`src/rtl/regfile_wb_arbiter.sv`:
```
// regfile_wb_arbiter: round-robin arbiter sharing the register-bank write port between ALU and load writeback.
module regfile_wb_arbiter #(
  parameter int DATA_W           = 32,
  parameter int ADDR_W           = 5,
  parameter bit ZERO_REG_PROTECT = 1'b1
) (
  input  logic              clk,
  input  logic              rst,
  input  logic              stall,
  input  logic              a_valid,
  output logic              a_ready,
  input  logic [ADDR_W-1:0] a_addr,
  input  logic [DATA_W-1:0] a_data,
  input  logic              m_valid,
  output logic              m_ready,
  input  logic [ADDR_W-1:0] m_addr,
  input  logic [DATA_W-1:0] m_data,
  output logic              reg_en,
  output logic [ADDR_W-1:0] write_register,
  output logic [DATA_W-1:0] write_data,
  input  logic [ADDR_W-1:0] rr1,
  input  logic [ADDR_W-1:0] rr2,
  output logic              byp1,
  output logic              byp2
);
  // ptr_q: 0 favours A, 1 favours M under contention
  logic              ptr_q, ptr_d;
  logic              reg_en_q, reg_en_d;
  logic [ADDR_W-1:0] wr_q, wr_d;
  logic [DATA_W-1:0] wd_q, wd_d;
  logic              gnt_a, gnt_m, xfer;
  logic [ADDR_W-1:0] sel_addr;
  logic [DATA_W-1:0] sel_data;

  always_comb begin
    gnt_a    = !rst && !stall && a_valid && (!m_valid || !ptr_q);
    gnt_m    = !rst && !stall && m_valid && (!a_valid || ptr_q);
    xfer     = gnt_a || gnt_m;
    sel_addr = gnt_a ? a_addr : m_addr;
    sel_data = gnt_a ? a_data : m_data;
    ptr_d    = (a_valid && m_valid && xfer) ? gnt_a : ptr_q;
    reg_en_d = xfer && !(ZERO_REG_PROTECT && sel_addr == '0);
    wr_d     = xfer ? sel_addr : wr_q;
    wd_d     = xfer ? sel_data : wd_q;
  end

  always_ff @(posedge clk or posedge rst) begin
    if (rst) begin
      ptr_q    <= 1'b0;
      reg_en_q <= 1'b0;
      wr_q     <= '0;
      wd_q     <= '0;
    end else begin
      ptr_q    <= ptr_d;
      reg_en_q <= reg_en_d;
      wr_q     <= wr_d;
      wd_q     <= wd_d;
    end
  end

  assign a_ready        = gnt_a;
  assign m_ready        = gnt_m;
  assign reg_en         = reg_en_q;
  assign write_register = wr_q;
  assign write_data     = wd_q;
  assign byp1 = reg_en_q && (rr1 == wr_q) && !(ZERO_REG_PROTECT && rr1 == '0);
  assign byp2 = reg_en_q && (rr2 == wr_q) && !(ZERO_REG_PROTECT && rr2 == '0);
endmodule

```
`config.mk`:
```
export PLATFORM = sky130hd
export DESIGN_NAME = regfile_wb_arbiter
export DESIGN_NICKNAME = d
export VERILOG_FILES = /design/src/rtl/regfile_wb_arbiter.sv
export SDC_FILE = /design/constraint.sdc
export NUM_CORES = 1
export LEC_CHECK = 0
export ABC_CLOCK_PERIOD_IN_PS = 6100
export CORE_MARGIN = 10
export CORE_UTILIZATION = 40
export DETAILED_ROUTE_END_ITERATION = 10
export PLACE_DENSITY = 0.86
export SYNTH_ARGS = -nofsm -noshare
export SYNTH_HDL_FRONTEND = slang
export SYNTH_SLANG_ARGS = --single-unit
export TNS_END_PERCENT = 30
```
`constraint.sdc`:
```
create_clock -name clk -period 6.1 [get_ports clk]
set_clock_uncertainty 0.1 [all_clocks]
set_input_delay 1.83 -clock clk [delete_from_list [all_inputs] [get_ports clk]]
set_output_delay 1.83 -clock clk [all_outputs]
set_load 0.1 [all_outputs]
```
==> run metrics, run 1 <==
status completed; crit end category output port; power share of the clock group 0.142; CTS H-tree depth 2; post-CTS setup buffers 0; Clock Sink Count 39; Routed WL per cell around 20 um; max-cap viol count 0; Met1 Wirelength between 3000 and 4000 um; via count 2186; layout cells sized above 1 0.0800; Sw Pwr between 700 and 800 uW; largest family of logic cells by synthesized area compound AO/OA/AOI/OAI gates; setup violators final 0; CTS Buf Count 5; Worst-Margin Slew about 1.1 ns; Syn Std Cell Area 2130 sq um; final period utilization 0.869; CP Data Required Time 4.17 ns; xor and xnor area share after synthesis 0.0371; first-pass GRT wire length 12500 um; Yosys cell types 30; WHS 0.414 ns; RSZ-0062 raised after global routing no; Die Area 8630 sq um; PnR worst setup slack ~0.80 ns; Power Dens Cells approximately 380 nW/um^2; Synth warnings 0; Rows 26; Mapped Cells around 200; Hold Vio Cnt, Final 0; final core utilization 0.693; Mean Syn Cell Area 10.5 sq um; commonest non-fill, non-tap cell in the layout clkdlybuf4s50_1; Ant. Diodes 0; quantity of gates resized following cts 0; nets 413; P_leak 1.51 nW; Detailed Routing Iterations Pass 1 5; critical path class input port to output port; post-route antenna net violation count 0; CTS tree yes; Flop pwr share 0.278; initial antenna violation count 0; IO Port Bufs 130; commonest non-fill, non-tap cells in the layout clkdlybuf4s50_1, dfrtp_1, and3_1; remaining global-route overflow 0; Die Height 92.9 um; EDFF count, synth 0; routed wl met2 4140 um; Adder-Cell Fraction of Synth Area 0; Area Growth Syn to Fin 67.6%; final std cells w/o fill 395; total track usage 0.178; Initial DRC Count around 110; CTS Hold Bufs 0; pin count of the biggest net entering global routing 40; number of global-route vias before repair approximately 2.3k; dpl cells 387; net count of the mapped netlist 291; Logic pwr share 0.579; DIE WIDTH 92.9 um; clk_lat worst skew ~0.29 ns; Ports between 100 and 150; Initial Utilization 0.414; Via-to-Cell Ratio 5.53; RD Place Congestion 0.879; async set-reset flop share out of synthesis 1.00; clock root buffer master clkbuf_8; total core area ~5100 sq um; Peak VDD IR 0.237 mV; FILL cells 412; Synth Area in Simple Gates 0.202; internal power 637 uW; Min-Delay Path Class flop to flop; met3 wire length 596 um; wirelength, routed 7950 um; complex-gate fraction of the synthesized area 0.234; Seq/Total Area, Yosys 0.459; crit start category input port; Post-synth top flop dfrtp_1; clk buf depth 2; post-layout min period 5.30 ns; Max Slew Vio Count 0; switching share of total power 0.527; Max Clock Freq 0.189 GHz; post-synthesis mux area share 0; WP data arrival between 3 and 4 ns; Setup WS pre-CTS 0.797 ns; Synth Register Bits 39; Worst-path clk slew around 0.080 ns; crit path max fanout 17; Detailed Place HPWL 6150 um; Pwr Total 1.35 mW; highest routing layer actually used met4; worst relative slew slack 0.278; DRC errors left 0
==> logic make-up after synthesis <==
kind of cell | Yosys count
simple gates | 68
compound gates | 59
flops | 39
buf+inv | 27
xor+xnor | 9
==> sequential cells by signal (all words and copies together), names as in the netlist <==
name / flops
ptr_q: 1
reg_en: 1
write_data: 32
write_register: 5
==> Yosys cell counts, types with 5 or more instances <==
library cell  instances  area [sq um]
dfrtp_1              39           976
and3_1               33           206
a221o_1              21           210
o21ai_0              16          80.1
nand3b_1             12          90.1
o2111ai_1            12           105
clkbuf_1             10          37.5
xnor2_1               9          78.8
buf_2                 6          30.0
inv_1                 6          22.5
nand3_1               6          30.0
nand2_1               5          18.8
==> through the flow <==
stage                     cell area, sq um  TNS [ns]
after floorplan                       2130    -0.275
after global placement                3460         0
after detailed placement              3460         0
after CTS                             3560         0
after global routing                  3560         0
final                                 3560         0
==> final cells by class <==
class | instances | area, sq um | share of cell area
Timing Repair Buffer | 136 | 1360 | 0.382
Tap cell | 70 | 87.6 | 0.0246
Clock buffer | 8 | 100 | 0.0281
Inverter | 6 | 22.5 | 0.00632
Sequential cell | 39 | 976 | 0.274
Multi-Input combinational cell | 136 | 1020 | 0.285
==> power by group through the flow <==
stage,combinational [mW],clock (mW),sequential (mW)
after detailed placement,0.784,0,0.380
final,0.781,0.192,0.375
after floorplan,0.137,0,0.795
after CTS,0.786,0.194,0.375
after global placement,0.777,0,0.376
after global routing,0.808,0.205,0.384
==> worst max-delay path, stage by stage <==
cell	delay, ns
clkdlybuf4s50_1	0.51
or2_1	0.49
a211oi_4	0.31
buf_12	0.21
==> worst paths after layout <==
path / slack [ns] / to / startpoint / cells past startpoint
worst min-delay path: 0.41 / write_data[21]$_DFFE_PP0P_ / write_data[21]$_DFFE_PP0P_ / 1
max in group asynchronous: 3.53 / write_data[29]$_DFFE_PP0P_ / rst / 3
worst min register to register: 0.41 / write_data[21]$_DFFE_PP0P_ / write_data[21]$_DFFE_PP0P_ / 1
worst max register to register: 4.09 / write_data[10]$_DFFE_PP0P_ / ptr_q$_DFFE_PP0P_ / 4
worst max-delay path: 0.80 / m_ready / rst / 4
min in group asynchronous: 2.03 / write_data[17]$_DFFE_PP0P_ / rst / 3
==> metal layers <==
layer,GRT usage,vias up
met5,0,-
met4,0.0566,0
met3,0.0638,13
met2,0.314,89
met1,0.193,1060
li1,-,1024
Note: power is estimated with default switching activity, not from simulation.
==> run 2, diff against run 1 <==
--- a/config.mk
+++ b/config.mk
@@ -6,7 +6,6 @@
 export NUM_CORES = 1
 export LEC_CHECK = 0
 export ABC_CLOCK_PERIOD_IN_PS = 6100
-export CORE_MARGIN = 10
 export CORE_UTILIZATION = 40
 export DETAILED_ROUTE_END_ITERATION = 10
 export PLACE_DENSITY = 0.86
==> run 2 against run 1 <==
  * Design area is 0.42% lower
  * Sequential power hardly changed
  * Core utilization is 0.15 points higher
  * Wire length is 15% lower
  * Fmax is 0.69% higher
  * Via count is 0.87% higher
  * Register-to-register slack worse by 0.04 ns
  * Clock power is 12% lower
  * Critical endpoint unchanged
  * Highest routed layer unchanged
==> run metrics, run 2 (synthesized netlist as in run 1, its figures left out) <==
wirelength, routed 6720 um (was 7950 um); Power Dens Cells 372 nW/um^2 (was 378 nW/um^2); total core area 5110 sq um (was 5140 sq um); Detailed Routing Iterations Pass 1 4 (was 5); initial antenna violation count 0 (unchanged); Die Height 74.9 um (was 92.9 um); Hold Vio Cnt, Final 0 (unchanged); layout cells sized above 1 0.0800 (unchanged); DIE WIDTH 74.9 um (was 92.9 um); CP Cell Sequence clkdlybuf4s50_1, or2_1, a211oi_4, buf_12 (unchanged); CTS Hold Bufs 0 (unchanged); CTS Buf Count 5 (unchanged); commonest non-fill, non-tap cells in the layout clkdlybuf4s50_1, dfrtp_1, and3_1 (unchanged); Detailed Place HPWL 4890 um (was 6150 um); final std cells w/o fill 395 (unchanged); crit start category input port (unchanged); WHS 0.409 ns (was 0.414 ns); worst relative slew slack 0.296 (was 0.278); setup slack on the worst flop-to-flop path 4.05 ns (was 4.09 ns); CP max stage delay 0.50 ns (was 0.51 ns); RD Place Congestion 0.874 (was 0.879); post-CTS setup buffers 0 (unchanged); critical path class input port to output port (unchanged); Initial Utilization 0.416 (was 0.414); RSZ-0062 raised after global routing no (unchanged); RR Endpoint write_data[7]$_DFFE_PP0P_ (was write_data[10]$_DFFE_PP0P_); Peak VDD IR 0.232 mV (was 0.237 mV); CTS H-tree depth 2 (unchanged); max-cap viol count 0 (unchanged); crit end category output port (unchanged); Clock Sink Count 39 (unchanged); Ports 131 (unchanged); Cells on Worst Hold Path 1 (unchanged); CTS tree yes (unchanged); Max Clock Freq 0.190 GHz (was 0.189 GHz); Worst-path clk slew 0.08 ns (about the same); WP data arrival 3.33 ns (was 3.37 ns); clk_lat worst skew 0.28 ns (was 0.29 ns); total track usage 0.244 (was 0.178); remaining global-route overflow 0 (unchanged); nets 413 (unchanged); worst r2r path cells 4 (unchanged); commonest non-fill, non-tap cell in the layout clkdlybuf4s50_1 (unchanged); Via-to-Cell Ratio 5.58 (was 5.53); quantity of gates resized following cts 0 (unchanged); slowest CP cell clkdlybuf4s50_1 (unchanged); P_leak 1.50 nW (was 1.51 nW); setup violators final 0 (unchanged); Die Area 5610 sq um (was 8630 sq um); FILL cells 421 (was 412); post-layout min period 5.26 ns (was 5.30 ns); Worst R2R Start ptr_q$_DFFE_PP0P_ (unchanged); Area Growth Syn to Fin 66.9% (was 67.6%); TNS Setup 0 ns (unchanged); IO Port Bufs 130 (unchanged); hold endpoint write_data[25]$_DFFE_PP0P_ (was write_data[21]$_DFFE_PP0P_); Min-Delay Path Class flop to flop (unchanged); final core utilization 0.695 (was 0.693); status completed (unchanged); number of global-route vias before repair 2097 (was 2338); pin count of the biggest net entering global routing 40 (unchanged); Setup WS pre-CTS 0.838 ns (was 0.797 ns); crit path max fanout 17 (unchanged); clk buf depth 2 (unchanged); final period utilization 0.863 (was 0.869); Rows 26 (unchanged); Worst-Margin Slew 1.06 ns (was 1.08 ns); HP Start write_data[25]$_DFFE_PP0P_ (was write_data[21]$_DFFE_PP0P_); Routed WL per cell 17.0 um (was 20.1 um); Max Slew Vio Count 0 (unchanged); Initial DRC Count 161 (was 111); dpl cells 387 (unchanged); clock root buffer master clkbuf_8 (unchanged); max FFs per register 32 (unchanged); via count 2205 (was 2186); Ant. Diodes 0 (unchanged); CP Data Required Time 4.17 ns (about the same); first-pass GRT wire length 10100 um (was 12500 um); PnR worst setup slack 0.837 ns (was 0.801 ns); post-route antenna net violation count 0 (unchanged); DRC errors left 0 (unchanged)
[run 2: changes by cell type in the layout (fill, tap and decap cells not counted), sizes merged]
cell / delta
clkinvlp: +1
clkinv: +1
clkbuf: -2
[run 2: critical path: cells and delay by family]
| family | cells | cell delay [ns] |
|---|---|---|
| buffers and inverters | 2 | 0.71 |
| AOI/OAI and AO/OA | 1 | 0.30 |
| and+or+nand+nor | 1 | 0.48 |
[run 2: power by group]
part | leakage (nW) | total (mW) | internal (mW) | switching, mW
sequential | 0.479 | 0.376 | 0.320 | 0.0559
combinational | 0.977 | 0.776 | 0.214 | 0.562
clock | 0.0412 | 0.169 | 0.0799 | 0.0887
[run 2: final cells by class]
class,count,area (sq um),area share
repair buffers,136,1360,0.384
multi-input cells,136,1020,0.286
flip-flops and latches,39,976,0.275
well taps,70,87.6,0.0247
clock buffers,6,72.6,0.0205
inverters,6,22.5,0.00635
clock inverters,2,12.5,0.00353
[run 2: metrics by stage]
stage               area, sq um  power [mW]
finish                     3550        1.32
global route               3550        1.38
CTS                        3550        1.33
detailed placement         3460        1.16
global placement           3460        1.15
floorplan                  2130       0.932
[run 2: layer usage]
metal  GRT usage  vias to the layer above  share of wire
li1            -                     1025              -
met1       0.308                     1053           0.41
met2       0.401                      113           0.50
met3      0.0535                       14          0.072
met4       0.107                        0          0.022
met5           0                        -              0
[run 2: how the worst max path moves through the flow]
stage	start	end	slack, ns	cells after the start
finish	rst	m_ready	0.84	4
global route	rst	m_ready	0.78	4
CTS	rst	m_ready	0.84	4
detailed placement	rst	m_ready	0.84	4
global placement	rst	m_ready	0.85	4
floorplan	rr2[4]	byp2	-0.28	2
